### config.mk
export PLATFORM = sky130hd
export DESIGN_NAME = fifo_wr_arbiter
export DESIGN_NICKNAME = d
export VERILOG_FILES = /design/src/rtl/fifo_arb_pkg.sv /design/src/rtl/fifo_wr_arbiter_rr_pick.sv /design/src/rtl/fifo_wr_arbiter.sv
export SDC_FILE = /design/constraint.sdc
export NUM_CORES = 1
export LEC_CHECK = 0
export ABC_AREA = 1
export CORE_ASPECT_RATIO = 1.2
export CORE_MARGIN = 4
export CORE_UTILIZATION = 43
export DETAILED_ROUTE_END_ITERATION = 6
export PLACE_DENSITY = 0.77
export SLEW_MARGIN = 20
export SYNTH_ARGS = -nofsm -noshare
export SYNTH_HDL_FRONTEND = slang
export SYNTH_SLANG_ARGS = --single-unit
### constraint.sdc
create_clock -name clk -period 2.9 [get_ports clk]
set_input_delay 0.725 -clock clk [delete_from_list [all_inputs] [get_ports clk]]
set_output_delay 0.725 -clock clk [all_outputs]
set_load 0.02 [all_outputs]
### src/rtl/fifo_arb_pkg.sv
// Shared definitions for the FIFO write arbiter: FSM state codes, default
// widths and the round-robin index wrap helper.
package fifo_arb_pkg;

  // FSM state encoding
  localparam logic ST_IDLE  = 1'b0;
  localparam logic ST_BURST = 1'b1;

  // Default data width and statistics counter width
  localparam int DEF_DW = 8;
  localparam int STAT_W = 16;

  // Index k positions after ptr, wrapping modulo n (ptr < n, 1 <= k <= n)
  function automatic int idx_after(input int ptr, input int k, input int n);
    int s;
    s = ptr + k;
    if (s >= n) s = s - n;
    return s;
  endfunction

endpackage

### src/rtl/fifo_wr_arbiter_rr_pick.sv
// rr_pick: combinational round-robin picker. Scans requesters starting one
// position after ptr (wrapping) and returns the first one that is requesting
// and not masked by excl.
module rr_pick
  import fifo_arb_pkg::*;
#(
  parameter int N_REQ = 4,
  parameter int PW    = $clog2(N_REQ)
) (
  input  logic [N_REQ-1:0] req,
  input  logic [PW-1:0]    ptr,
  input  logic [N_REQ-1:0] excl,
  output logic [N_REQ-1:0] win_onehot,
  output logic [PW-1:0]    win_idx,
  output logic             win_any
);

  // First eligible requester after the pointer, in wrap order
  always_comb begin
    int          cand;
    logic [PW-1:0] cand_idx;
    cand       = 0;
    cand_idx   = '0;
    win_onehot = '0;
    win_idx    = '0;
    win_any    = 1'b0;
    for (int k = 1; k <= N_REQ; k++) begin
      cand     = idx_after(int'(ptr), k, N_REQ);
      cand_idx = PW'(cand);
      if (!win_any && req[cand_idx] && !excl[cand_idx]) begin
        win_any              = 1'b1;
        win_idx              = cand_idx;
        win_onehot[cand_idx] = 1'b1;
      end
    end
  end

endmodule

### src/rtl/fifo_wr_arbiter.sv
// fifo_wr_arbiter: round-robin arbiter sharing one FIFO write port among
// N_REQ valid/ready producers, holding each grant for bursts of up to
// MAX_BURST beats so a producer's writes stay contiguous in the FIFO.
// Optional per-requester saturating transfer counters: define ARB_STATS_EN.
//
// Handshake: a beat moves from requester i to the FIFO in any cycle where
// req_valid[i] & req_ready[i]; req_ready[i] is grant[i] & ~fifo_full, so at
// most one beat moves per cycle and fifo_wr_en marks exactly that cycle.
module fifo_wr_arbiter
  import fifo_arb_pkg::*;
#(
  parameter int N_REQ     = 4,
  parameter int DW        = DEF_DW,
  parameter int MAX_BURST = 4
) (
  input  logic                  clk,
  input  logic                  rst_n,
  input  logic [N_REQ-1:0]      req_valid,
  input  logic [N_REQ*DW-1:0]   req_data,
  output logic [N_REQ-1:0]      req_ready,
  input  logic                  fifo_full,
  output logic                  fifo_wr_en,
  output logic [DW-1:0]         fifo_data_in,
  output logic [N_REQ-1:0]      grant,
  output logic                  busy
`ifdef ARB_STATS_EN
  ,
  input  logic                  stat_clear,
  output logic [N_REQ*STAT_W-1:0] stat_xfer_cnt
`endif
);

  localparam int PW = $clog2(N_REQ);
  localparam int CW = $clog2(MAX_BURST + 1);
  localparam logic [CW-1:0] LAST_BEAT = CW'(MAX_BURST - 1);

  logic             state_q, state_d;
  logic [N_REQ-1:0] grant_q, grant_d;
  logic [PW-1:0]    idx_q, idx_d;
  logic [PW-1:0]    ptr_q, ptr_d;
  logic [CW-1:0]    cnt_q, cnt_d;

  logic [N_REQ-1:0] xfer_vec;
  logic             xfer;
  logic             gnt_valid;
  logic             release_burst;
  logic [PW-1:0]    pick_ptr;
  logic [N_REQ-1:0] pick_excl;
  logic [N_REQ-1:0] pick_onehot;
  logic [PW-1:0]    pick_idx;
  logic             pick_any;

  assign req_ready  = grant_q & ~{N_REQ{fifo_full}};
  assign xfer_vec   = req_valid & req_ready;
  assign xfer       = |xfer_vec;
  assign fifo_wr_en = xfer;
  assign gnt_valid  = |(req_valid & grant_q);
  assign grant      = grant_q;
  assign busy       = (state_q == ST_BURST);

  // Grant ends when the grantee withdraws or its last allowed beat moves
  assign release_burst = (state_q == ST_BURST) &&
                         (!gnt_valid || (xfer && (cnt_q == LAST_BEAT)));

  // While bursting, search starts after (and excludes) the current grantee
  assign pick_ptr  = (state_q == ST_BURST) ? idx_q : ptr_q;
  assign pick_excl = (state_q == ST_BURST) ? grant_q : '0;

  rr_pick #(
    .N_REQ (N_REQ),
    .PW    (PW)
  ) u_rr_pick (
    .req        (req_valid),
    .ptr        (pick_ptr),
    .excl       (pick_excl),
    .win_onehot (pick_onehot),
    .win_idx    (pick_idx),
    .win_any    (pick_any)
  );

  // Data mux: grantee's slice, zero when nobody holds the grant
  always_comb begin
    fifo_data_in = '0;
    for (int i = 0; i < N_REQ; i++) begin
      if (grant_q[i]) fifo_data_in = fifo_data_in | req_data[i*DW +: DW];
    end
  end

  // Next-state for FSM, grant, pointer and beat counter
  always_comb begin
    state_d = state_q;
    grant_d = grant_q;
    idx_d   = idx_q;
    ptr_d   = ptr_q;
    cnt_d   = cnt_q;
    case (state_q)
      ST_IDLE: begin
        if (pick_any) begin
          state_d = ST_BURST;
          grant_d = pick_onehot;
          idx_d   = pick_idx;
          cnt_d   = '0;
        end
      end
      default: begin
        if (release_burst) begin
          ptr_d = idx_q;
          cnt_d = '0;
          if (pick_any) begin
            grant_d = pick_onehot;
            idx_d   = pick_idx;
          end else begin
            state_d = ST_IDLE;
            grant_d = '0;
          end
        end else if (xfer) begin
          cnt_d = cnt_q + CW'(1);
        end
      end
    endcase
  end

  // Arbiter state registers; pointer resets so requester 0 wins first
  always_ff @(posedge clk or negedge rst_n) begin
    if (!rst_n) begin
      state_q <= ST_IDLE;
      grant_q <= '0;
      idx_q   <= '0;
      ptr_q   <= PW'(N_REQ - 1);
      cnt_q   <= '0;
    end else begin
      state_q <= state_d;
      grant_q <= grant_d;
      idx_q   <= idx_d;
      ptr_q   <= ptr_d;
      cnt_q   <= cnt_d;
    end
  end

`ifdef ARB_STATS_EN
  logic [N_REQ*STAT_W-1:0] stat_q, stat_d;

  // Saturating per-requester beat counters; clear wins over a same-cycle beat
  always_comb begin
    stat_d = stat_q;
    for (int i = 0; i < N_REQ; i++) begin
      if (stat_clear) begin
        stat_d[i*STAT_W +: STAT_W] = '0;
      end else if (xfer_vec[i] && (stat_q[i*STAT_W +: STAT_W] != '1)) begin
        stat_d[i*STAT_W +: STAT_W] = stat_q[i*STAT_W +: STAT_W] + STAT_W'(1);
      end
    end
  end

  // Statistics registers
  always_ff @(posedge clk or negedge rst_n) begin
    if (!rst_n) stat_q <= '0;
    else        stat_q <= stat_d;
  end

  assign stat_xfer_cnt = stat_q;
`endif

endmodule

Word-level counts from Yosys, hierarchy flattened
Index checks and enable logic that the tools add are counted.

storage, ports and cells
  register bits after elaboration = 12
  input port bits = 39
  output and inout port bits = 18
  logic and storage cells = 127

operators by class
  add/sub/neg operators = 9
  order comparisons = 12
  equal/unequal tests = 3
  mux-type cells = 60
  bitwise gates (word level) = 10
  reductions and logical operators = 28

operator list
  kind                   number
  $mux W4                9
  $mux W8                4
  $mux W2                12
  $or A8 B8 Y8           3
  $mux W1                19
  $bmux W1 S2            8
  $logic_and A1 B1 Y1    13
  $and A4 B4 Y4          3
  $lt A2 B3 Y1 const B   4
  $mux W3                4
  $or A4 B4 Y4           3
  $ge A3 B3 Y1 const B   3
  $demux W1 S2           4
  $ge A2 B1 Y1 const B   4
  $logic_not A1 Y1       8
  $reduce_or A4 Y1       2
  $sub A2 B1 Y2 const B  4
  $add A2 B2 Y3 const B  2
  $reduce_and A2 Y1      3
  $add A2 B3 Y4 const B  1
  $ge A4 B3 Y1 const B   1
  $not A4 Y4             1
  $add A2 B1 Y3 const B  1
  $add A3 B1 Y3 const B  1
  5 further kinds        5

Depth between registers and ports, before layout
  depth in word-level cells = 24
  depth in mapped cells = 14
  gate-level depth less buffers = 14

Cells and area by module
From an unflattened synthesis, not the netlist that was laid out.

unflattened totals
  cell total of the unflattened synthesis = 230
  area, all modules = 1392.6 um^2

modules (own cells, without submodules)
  module           times used  cells an instance  area an instance (um^2)  sequential area each (um^2)
  fifo_wr_arbiter  1           142                904.6                    302.8
  rr_pick          1           88                 488.0                    0.0

Least setup slack after synthesis
OpenSTA, ideal clock, no wires.

  kind = register -> register
  from = reg state_q, in the netlist busy
  to = reg grant_q[0], in the netlist grant[0]
  library setup time = 118 ps
  arrival time = 2164 ps
  data required time = 2782 ps
  setup slack = 618 ps
  stages on the path, launching flop included = 13
  path buffers = 1
  clock period less this slack = 2282 ps
  cells stage by stage = dfrtp_1 -> buf_4 -> nand2_1 -> o21ai_0 -> ha_1 -> inv_1 -> nor2_1 -> nor2_2 -> nand3_2 -> nand2_4 -> nand2_4 -> nand2_1 -> nand2_1

on the way
  longest elaborated chain between the ends = 24
  elaborated cells on any way between the ends = 87
  classes of those cells = add/sub: 8; order compare: 12; eq/ne: 1; mux: 42; bitwise: 3; reduce/logical: 21

RTL lines
  element                                                                 line                    text
  from (decl)                                                             fifo_wr_arbiter.sv:37   logic state_q, state_d;
  from (signal assigned)                                                  fifo_wr_arbiter.sv:132  state_q <= state_d;
  parallel branches: the longest is 24 deep, another holds $add A2 B1 Y3  -
  to (signal assigned)                                                    fifo_wr_arbiter.sv:133  grant_q <= grant_d;
  to (decl)                                                               fifo_wr_arbiter.sv:38   logic [N_REQ-1:0] grant_q, grant_d;

Parallel ways; which one is timed is not known. The select of a mux whose other input is x is not followed.
A chain may end at the register's enable or synchronous reset.

Worst setup path in the final report
  from = in req_valid[3]
  to = out fifo_wr_en

on the way
  longest elaborated chain between the ends = 2

RTL lines
  element           line                   text
  from (decl)       fifo_wr_arbiter.sv:18  input logic [N_REQ-1:0] req_valid,
  $and A4 B4 Y4     fifo_wr_arbiter.sv:54  assign xfer_vec = req_valid & req_ready;
  $reduce_or A4 Y1  fifo_wr_arbiter.sv:55  assign xfer = |xfer_vec;
  to (decl)         fifo_wr_arbiter.sv:22  output logic fifo_wr_en,

Every way passes these cells.

==> flow_metrics.py <==
metrics = {
    "routing": {
        "final_antenna_net_count": 0,
        "num_vias": 1672,
        "viasPerCell": 5.160,
        "drt_wl_total_mm": 4.367,
        "drt_pass1_iterations": 4,
        "wl_per_cell_um": 13.48,
        "drt_iter0_markers": 58,
        "remaining_drc_errors": 0,
    },
    "timing": {
        "hold_viol": 0,
        "fin_worst_skew_ps": 3.648,
        "holdWs_ps": 485.4,
        "tightest_slew_ps": 538.4,
        "min_period_ps": 2742,
        "finalSetupViolCount": 0,
        "fmax_mhz": 364.7,
        "min_period_over_period_pct": 94.55,
        "finalMaxSlewViolations": 0,
        "rsz0062_at_grt": "no",
        "slew_headroom_pct": 64.00,
        "postLayoutSetupSlackWorst_ps": 158.0,
    },
    "worst_setup_path": {
        "critical_path_class": "input port to primary output",
        "end_kind": "primary output",
        "regToRegEndpoint": "grant[3]",
        "cp.arrival_ps": 2020,
        "cp_max_fo": 2,
        "startpoint_type": "input port",
        "r2r-start": "busy",
        "r2r_cells": 14,
        "worst_ep_required_time_ps": 2170,
        "rrSetupSlack_ps": 450,
    },
    "clock_network": {
        "cts.repair.resized": 1,
        "cts_tree": "yes",
        "clk_path_buf_depth": 2,
        "clk_latency_ps": 270,
        "h-tree-depth": 1,
        "cts_sinks": 12,
        "ctsHoldBuffers": 0,
        "clk_pin_slew_ps": 70,
        "post_cts_buffers": 0,
        "root_buffer": "clkbuf_4",
        "cts_made_buffers": 3,
    },
    "place": {
        "io_buffers": 56,
        "dp_cells": 320,
        "place_hpwl_mm": 3.591,
        "pre_cts_ws_ps": -114.8,
        "gp_congestion": 0.8071,
    },
    "final_layout": {
        "num_antenna_cells": 0,
        "drive_gt1_share_pct": 11.46,
        "multi_input_area_um2": 938.4,
        "register_area_um2": 302.8,
        "finalNonFillerCells": 324,
        "nFillCells": 288,
        "nets": 338,
        "area_growth_pct": 51.19,
    },
    "grt": {
        "grt_first_pass_wirelength_mm": 6.872,
        "overflow": 0,
        "grt_usage_pct": 20.75,
        "grt_pass1_vias": 1558,
        "antenna_found_initial": 0,
        "grt_max_degree": 13,
    },
    "pwr": {
        "p_leak_nw": 1.027,
        "p_clk_share_pct": 5.9,
        "seq_power_share_pct": 13.7,
        "p_switching_mw": 1.238,
        "ir_drop_v": 0.001005,
        "p_per_area_nw_per_um2": 1079,
        "power.internal_mw": 0.9980,
        "p_comb_share_pct": 80.4,
        "sw_frac_of_total_pct": 55.37,
    },
    "min_path": {
        "hold_start": "cnt_q[1]",
        "min_path_type": "flip-flop to flip-flop",
        "hold_end": "cnt_q[1]",
        "hold_depth": 2,
    },
    "synth": {
        "yosysTopAreaCell": "nand2_1",
        "netlist-cell-type-count": 26,
        "ys_warn_count": 0,
        "synth_area_um2": 1371,
        "syn_avg_cell_area_um2": 6.205,
        "ys_seq_elements": 12,
        "synth_fp_nets": 270,
        "synthCells": 221,
        "yosysTopAreaCellShare_pct": 23.54,
        "synthTopCellsByArea": "nand2_1 24%, dfrtp_1 18%, nand3_1 11%, ha_1 9.1%, nand4_1 9.1%",
        "yosysSeqAreaShare_pct": 22.08,
    },
    "floorplan": {
        "initial_utilization_pct": 44.88,
        "die_x_um": 59.55,
        "core.rowCount": 22,
        "dieArea_um2": 4160,
        "pin_count": 57,
        "core_um2": 3055,
        "die_h_um": 69.86,
    },
    "run": {
        "maxCapViolCount": 0,
    },
    "run_status": {
        "outcome": "complete, no violations",
    },
}
power groups by stage:
stage	registers (mW)	clock network, mW	logic [mW]
floorplan	0.309	0	1.24
global placement	0.308	0	1.78
detailed placement	0.309	0	1.79
CTS	0.306	0.133	1.80
global route	0.313	0.143	1.99
finish	0.306	0.132	1.80
Yosys cell counts:
master,n
o22ai_1,1
nand4_1,20
nand3_1,30
nand2_1,86
nor2_1,6
buf_6,1
o21ai_0,4
nor2_4,1
nand2_2,4
nand2_4,4
nor2_2,1
xor2_1,1
dfstp_2,2
o21ai_2,2
o211ai_1,1
buf_2,2
dfrtp_1,10
nand3_2,1
nand3b_1,1
clkbuf_1,2
o21a_1,1
inv_2,1
ha_1,10
inv_1,24
buf_4,1
a21oi_1,4
registers in the layout, indices dropped and copies added (netlist names):
signal and flops:
grant 4, cnt_q 3, idx_q 2, ptr_q 2
busy 1
metrics by stage:
step | power [mW] | util [%] | area [µm²] | TNS (ps)
after floorplan | 1.547 | - | 1371 | 0
after global placement | 2.087 | 66.71 | 2038 | -105.5
after detailed placement | 2.102 | 66.71 | 2038 | -114.8
after CTS | 2.234 | 67.85 | 2073 | 0
after global routing | 2.446 | 67.85 | 2073 | 0
final | 2.236 | 67.85 | 2073 | 0
critical path, cell delays in order:
cell and delay [ps]:
clkdlybuf4s50_1 480, inv_1 50, o22ai_1 150, a21oi_1 60
nand2_1 90, nand2_1 70, inv_1 60, dlygate4sd2_1 330
kinds of logic after synthesis:
family	synth area share [%]
buffers and inverters	9.489
AO/OA/AOI/OAI	5.749
AND/OR/NAND/NOR	52.92
XOR/XNOR	0.6388
adder cells (fa/ha/maj)	9.124
flip-flops	22.08
layout by cell type, fill, tap and decap left out:
master            n
o211ai_1          1
ha_1             10
nor2_1            6
buf_4            13
nand2_2           4
clkbuf_8          1
xor2_1            1
nand3b_1          1
nor2_2            1
dfrtp_1          10
clkdlybuf4s50_1  55
nand2_4           4
nand3_1          30
nand4_1          20
dfstp_2           2
inv_2             1
clkbuf_4          3
nand2_1          86
nand3_2           1
o22ai_1           1
o21ai_0           4
o21ai_2           2
o21a_1            1
inv_1            24
a21oi_1           4
dlygate4sd2_1     1
nor2_4            1
final cells by class:
class / instances / share of cell area (%)
Clock buffer: 4 / 1.750
Tap cell: 36 / 2.173
Timing Repair Buffer: 69 / 31.68
Inverter: 25 / 4.526
Multi-Input combinational cell: 178 / 45.26
Sequential cell: 12 / 14.60
layer usage:
| layer | track usage, % | routed length (µm) | share of wire, % |
|---|---|---|---|
| met2 | 39.13 | 2255 | 52 |
| met1 | 24.01 | 1784 | 41 |
| met5 | 0 | 0 | 0 |
| met3 | 2.773 | 267 | 6.1 |
| met4 | 3.941 | 59 | 1.4 |
worst max path at each step:
stage	startpoint	endpoint	slack, ps	cells after the start
3_5_place_dp	req_valid[3]	fifo_wr_en	-110	8
6_report	req_valid[3]	fifo_wr_en	160	8
3_3_place_gp	req_valid[3]	fifo_wr_en	-110	8
5_1_grt	req_valid[3]	fifo_wr_en	30	8
4_1_cts	req_valid[3]	fifo_wr_en	150	8
2_1_floorplan	busy	grant[0]	620	12
No activity file was read; power rests on OpenSTA's default activity.
